`src/rtl/gate_ops_pkg.sv`:
```
// Shared op encodings for the pipelined bitwise logic unit.
//   OP_W        width of the function-select field
//   OP_AND..    3-bit codes for the eight two-input functions
package gate_ops_pkg;
  localparam int OP_W = 3;

  localparam logic [OP_W-1:0] OP_AND  = 3'd0;
  localparam logic [OP_W-1:0] OP_OR   = 3'd1;
  localparam logic [OP_W-1:0] OP_NOTA = 3'd2;
  localparam logic [OP_W-1:0] OP_NOTB = 3'd3;
  localparam logic [OP_W-1:0] OP_NAND = 3'd4;
  localparam logic [OP_W-1:0] OP_NOR  = 3'd5;
  localparam logic [OP_W-1:0] OP_XOR  = 3'd6;
  localparam logic [OP_W-1:0] OP_XNOR = 3'd7;
endpackage

```
`src/rtl/gate_eval.sv`:
```
// Combinational evaluator: applies one of eight bitwise functions to a/b.
//   op   in  OP_W   function select
//   a    in  WIDTH  operand A
//   b    in  WIDTH  operand B
//   res  out WIDTH  bitwise result
module gate_eval
  import gate_ops_pkg::*;
#(
  parameter int WIDTH = 8
) (
  input  logic [OP_W-1:0]  op,
  input  logic [WIDTH-1:0] a,
  input  logic [WIDTH-1:0] b,
  output logic [WIDTH-1:0] res
);

  always_comb begin
    res = '0;
    case (op)
      OP_AND:  res = a & b;
      OP_OR:   res = a | b;
      OP_NOTA: res = ~a;
      OP_NOTB: res = ~b;
      OP_NAND: res = ~(a & b);
      OP_NOR:  res = ~(a | b);
      OP_XOR:  res = a ^ b;
      OP_XNOR: res = ~(a ^ b);
      default: res = '0;
    endcase
  end

endmodule

```
`src/rtl/gate_logic_pipe.sv`:
```
// Two-stage pipelined bitwise logic unit with valid/ready on both sides.
// S1 holds op/a/b, S2 holds the evaluated result plus its flags and drives
// the outputs. Full throughput: a stage reloads whenever the stage after it
// is moving, so no bubbles are inserted under continuous flow.
//   clk, rst_n               clock, async active-low reset
//   in_valid/in_ready        operand handshake
//   in_op, in_a, in_b        function select and operands
//   out_valid/out_ready      result handshake
//   out_res                  result
//   out_zero/parity/ones     flags of out_res
//   op_count                 consumed-result counter (wraps)
module gate_logic_pipe
  import gate_ops_pkg::*;
#(
  parameter int WIDTH = 8,
  parameter int CNT_W = 16
) (
  input  logic             clk,
  input  logic             rst_n,
  input  logic             in_valid,
  output logic             in_ready,
  input  logic [OP_W-1:0]  in_op,
  input  logic [WIDTH-1:0] in_a,
  input  logic [WIDTH-1:0] in_b,
  output logic             out_valid,
  input  logic             out_ready,
  output logic [WIDTH-1:0] out_res,
  output logic             out_zero,
  output logic             out_parity,
  output logic             out_ones,
  output logic [CNT_W-1:0] op_count
);

  localparam int STAGES = 2;

  logic [STAGES:1] vld_pipe;
  logic [OP_W-1:0]  s1_op;
  logic [WIDTH-1:0] s1_a, s1_b;
  logic [WIDTH-1:0] s2_res, eval_res;
  logic             s2_zero, s2_parity, s2_ones;
  logic [CNT_W-1:0] cnt_q;
  logic             s1_load, s2_load;

  assign s2_load  = !vld_pipe[2] || out_ready;
  assign s1_load  = !vld_pipe[1] || s2_load;
  assign in_ready = s1_load;

  gate_eval #(.WIDTH(WIDTH)) u_eval (
    .op  (s1_op),
    .a   (s1_a),
    .b   (s1_b),
    .res (eval_res)
  );

  // Payload of S1 carries no reset; its valid bit guards it.
  always_ff @(posedge clk) begin
    if (in_valid && s1_load) begin
      s1_op <= in_op;
      s1_a  <= in_a;
      s1_b  <= in_b;
    end
  end

  always_ff @(posedge clk or negedge rst_n) begin
    if (!rst_n) begin
      vld_pipe  <= '0;
      s2_res    <= '0;
      s2_zero   <= 1'b0;
      s2_parity <= 1'b0;
      s2_ones   <= 1'b0;
      cnt_q     <= '0;
    end else begin
      if (s1_load) vld_pipe[1] <= in_valid;
      if (s2_load) begin
        vld_pipe[2] <= vld_pipe[1];
        // Flags registered alongside the result so they can never disagree.
        if (vld_pipe[1]) begin
          s2_res    <= eval_res;
          s2_zero   <= ~|eval_res;
          s2_parity <= ^eval_res;
          s2_ones   <= &eval_res;
        end
      end
      if (vld_pipe[2] && out_ready)
        cnt_q <= cnt_q + {{(CNT_W-1){1'b0}}, 1'b1};
    end
  end

  assign out_valid  = vld_pipe[2];
  assign out_res    = s2_res;
  assign out_zero   = s2_zero;
  assign out_parity = s2_parity;
  assign out_ones   = s2_ones;
  assign op_count   = cnt_q;

endmodule

```
`config.mk`:
```
export PLATFORM = sky130hd
export DESIGN_NAME = gate_logic_pipe
export DESIGN_NICKNAME = d
export VERILOG_FILES = /design/src/rtl/gate_ops_pkg.sv /design/src/rtl/gate_eval.sv /design/src/rtl/gate_logic_pipe.sv
export SDC_FILE = /design/constraint.sdc
export NUM_CORES = 1
export LEC_CHECK = 0
export BUFFER_PORTS_ARGS = -buffer_cell sky130_fd_sc_hd__buf_4
export CELL_PAD_IN_SITES_DETAIL_PLACEMENT = 0
export CELL_PAD_IN_SITES_GLOBAL_PLACEMENT = 2
export CORE_UTILIZATION = 38
export DETAILED_ROUTE_END_ITERATION = 10
export PLACE_DENSITY = 0.95
export SETUP_SLACK_MARGIN = 0.3
export SLEW_MARGIN = 20
export SYNTH_ARGS = -nofsm -noshare
export SYNTH_HDL_FRONTEND = slang
export SYNTH_SLANG_ARGS = --single-unit
```
`constraint.sdc`:
```
create_clock -name clk -period 6.6 [get_ports clk]
set_clock_uncertainty 0.2 [all_clocks]
set_input_delay 0.33 -clock clk [delete_from_list [all_inputs] [get_ports clk]]
set_output_delay 0.33 -clock clk [all_outputs]
set_load 0.005 [all_outputs]
```
==> reports/metrics.json <==
{
  "status": {"value": "complete, no violations"},
  "numClockSinks": {"value": 48},
  "post_synth.cell_area_avg": {"value": 10.62, "unit": "µm²"},
  "synth_most_common_cell": {"value": "dfrtp_1"},
  "critPathLaunchType": {"value": "register"},
  "antenna_violating_nets_post_route": {"value": 0},
  "chipWidth": {"value": 86.92, "unit": "µm"},
  "dp_hpwl": {"value": 3.991, "unit": "mm"},
  "clock_power_share": {"value": 0.237},
  "worst_slew_margin_rel": {"value": 0.4105},
  "power_report.internal_total": {"value": 0.0005652, "unit": "W"},
  "power.net_switching": {"value": 0.0002397, "unit": "W"},
  "postRouteWirelength": {"value": 5.627, "unit": "mm"},
  "globalplace.congestion": {"value": 0.7534},
  "p_sw_frac": {"value": 0.2978},
  "async_reset_ff_frac": {"value": 0.6042},
  "cts_root_buf": {"value": "clkbuf_8"},
  "yosys-top-cells-area": {"value": "dfrtp_1 26%, edfxtp_1 21%, ha_1 11%"},
  "drt_iter0_drcs": {"value": 184},
  "number_of_antenna_violations_at_the_first_check_in_global_routing": {"value": 0},
  "worstPathMaxFanout": {"value": 24},
  "timing_worst_slew_pin_value": {"value": 0.8842, "unit": "ns"},
  "antennaDiodeCount": {"value": 0},
  "setup-violations-final": {"value": 0},
  "max_root_sink_buffers": {"value": 2},
  "cts_setup_buffers": {"value": 0},
  "irDropWorstVdd": {"value": 0.1581, "unit": "mV"},
  "setup_ws": {"value": 3.733, "unit": "ns"},
  "yosys.area.top_type": {"value": "dfrtp_1"},
  "route.vias.total": {"value": 2058},
  "worst_hold_slack": {"value": 0.01491, "unit": "ns"},
  "yosys.cell_types.count": {"value": 44},
  "power_per_cell_area": {"value": 231.6, "unit": "mW/mm²"},
  "numCtsBuffers": {"value": 5},
  "drive_above_1_share": {"value": 0.2301},
  "core": {"value": 0.006869, "unit": "mm²"},
  "initial_core_util": {"value": 0.3989},
  "final_min_period_over_clock_period": {"value": 0.4343},
  "synth_top_flop_cell": {"value": "dfrtp_1"},
  "total_power": {"value": 0.0008049, "unit": "W"},
  "post-route-drc-count": {"value": 0},
  "totalNegativeSetupSlack": {"value": 0, "unit": "ns"},
  "floorplan.io_pins": {"value": 52},
  "vias_in_the_first_global_route": {"value": 1989},
  "std_cell_rows": {"value": 30},
  "dieHeight": {"value": 86.92, "unit": "µm"},
  "fp.dieArea": {"value": 0.007554, "unit": "mm²"},
  "rsz0062_at_grt": {"value": "false"},
  "fmax": {"value": 348.8, "unit": "MHz"},
  "clk_transition_reported_paths": {"value": 0.09, "unit": "ns"},
  "dp_worst_setup_slack": {"value": 3.573, "unit": "ns"},
  "vias_per_cell": {"value": 4.877},
  "routed_wire_length_per_instance": {"value": 13.33, "unit": "µm"},
  "required": {"value": 6.57, "unit": "ns"},
  "yosysSeqAreaShare": {"value": 0.4731},
  "source_to_sink_clock_delay_at_the_later_pin_of_the_worst_skew_pair": {"value": 0.30, "unit": "ns"},
  "tritoncts_clock_tree": {"value": "built"},
  "p_leak": {"value": 1.607, "unit": "nW"},
  "grt_use_total": {"value": 0.1611},
  "grt_remaining_overflow": {"value": 0},
  "setup.worst_path.end_class": {"value": "register"},
  "worstPathArrival": {"value": 2.84, "unit": "ns"},
  "hold_path.class": {"value": "in -> reg"},
  "combPwrFrac": {"value": 0.268},
  "grt_first_pass_wirelength": {"value": 9.404, "unit": "mm"},
  "maximum_number_of_pins_on_one_net_before_global_route_repair": {"value": 40},
  "cts-htree-levels": {"value": 2},
  "synth_edf_count": {"value": 19},
  "synth.cell_area": {"value": 0.002740, "unit": "mm²"},
  "synthesis.instances": {"value": 258},
  "area_delta_synth_final": {"value": 26.85, "unit": "%"},
  "p_seq_frac": {"value": 0.495},
  "port-buffer-count": {"value": 51},
  "synthDominantCellAreaShare": {"value": 0.2648},
  "flip_flop_and_latch_count_after_synthesis": {"value": 48},
  "finalCriticalPeriod": {"value": 2.867, "unit": "ns"},
  "postLayoutCoreUtil": {"value": 0.5060},
  "timing.final.hold_violations": {"value": 0},
  "final_nets": {"value": 373},
  "yosys_warnings": {"value": 0},
  "syn_nets": {"value": 306},
  "timing.max_cap.violations": {"value": 0},
  "firstDrtPassIters": {"value": 4},
  "maxSlewViolCount": {"value": 0},
  "yosys-top-cells-count": {"value": "29 x dfrtp_1, 27 x inv_1, 25 x ha_1, 23 x nand2_1, 19 x edfxtp_1"},
  "setup_crit_path_kind": {"value": "reg -> reg"}
}
[cell usage in the layout, fill, tap and decap left out, types with 2 or more instances in the layout]
cell type,instances
buf_4,51
o22a_1,3
a221oi_1,3
dfrtp_1,29
or3_1,2
xnor2_1,16
a31oi_1,3
and2_1,2
clkbuf_8,6
edfxtp_1,19
nor2_1,9
a21oi_2,3
a21o_1,3
nand2_1,23
or2_2,4
mux2_2,7
and4_1,3
a21oi_1,6
o21ai_0,16
dlygate4sd3_1,19
a22oi_1,3
nand4_1,6
xor2_1,5
nand2b_1,4
nand3_1,5
ha_1,25
o22ai_1,4
o32a_1,3
inv_1,27
nor3_1,2
[power by group through the flow]
stage / combinational, W / clock (W) / sequential, W
global placement: 0.000202 / 0 / 0.000407
finish: 0.000216 / 0.000191 / 0.000399
CTS: 0.000216 / 0.000195 / 0.000402
detailed placement: 0.000206 / 0 / 0.000407
floorplan: 0.000120 / 0 / 0.000396
global route: 0.000241 / 0.000205 / 0.000408
[flip-flops by register name, summed over array words and instances (netlist names)]
signal	flops
op_count	16
out_res	8
s1_a	8
s1_b	8
s1_op	3
vld_pipe	2
out_ones	1
out_parity	1
out_zero	1
[what timing repair did]
item / in CTS / in global routing
hold endpoints to repair: 47 / 0
hold buffers: 19 / 0
gates resized for setup: 0 / 0
[final cells by class]
class	count	area [µm²]
fillers	644	3393
flip-flops and latches	48	1296
multi-input cells	172	1275
repair buffers	71	588.1
well taps	96	120.1
inverters	27	101.3
clock buffers	7	86.33
clock inverters	1	8.758
[worst paths after layout]
check	slack, ns	startpoint	cells after the start	to
max reg2reg	3.73	s1_op[0]	8	out_parity
min reg2reg	0.28	op_count[15]	1	op_count[15]
min in group asynchronous	0.27	rst_n	2	op_count[15]
max in group asynchronous	5.65	rst_n	2	vld_pipe[2]
min	0.01	in_a[5]	1	s1_a[5]
max	3.73	s1_op[0]	8	out_parity
[stage by stage]
| step | area [µm²] | std cells |
|---|---|---|
| 2_1_floorplan | 2740 | 258 |
| 3_3_place_gp | 3176 | 394 |
| 3_5_place_dp | 3176 | 394 |
| 4_1_cts | 3461 | 421 |
| 5_1_grt | 3476 | 422 |
| 6_report | 3476 | 422 |
[routing by layer]
metal | up-vias | part of all wire | global-route usage
met5 | - | 0 | 0
met4 | 0 | 0.013 | 0.05455
met3 | 5 | 0.042 | 0.02370
met2 | 52 | 0.48 | 0.2749
met1 | 970 | 0.46 | 0.2095
li1 | 1031 | - | -
[cells by family after synthesis]
logic type	synth area share
compound gates	0.1288
xor+xnor	0.06712
fa+ha+maj	0.1142
buf+inv	0.06164
flops	0.4731
mux	0.03242
simple gates	0.1228
[critical path, stage by stage (launching register included)]
cell and delay [ns]:
edfxtp_1 0.88, and2b_1 0.33, a221oi_1 0.31, o22a_1 0.27, inv_1 0.06, ha_1 0.28
xnor2_1 0.19, xnor2_1 0.13, o21ai_0 0.09
Note: power is estimated with default switching activity, not from simulation.
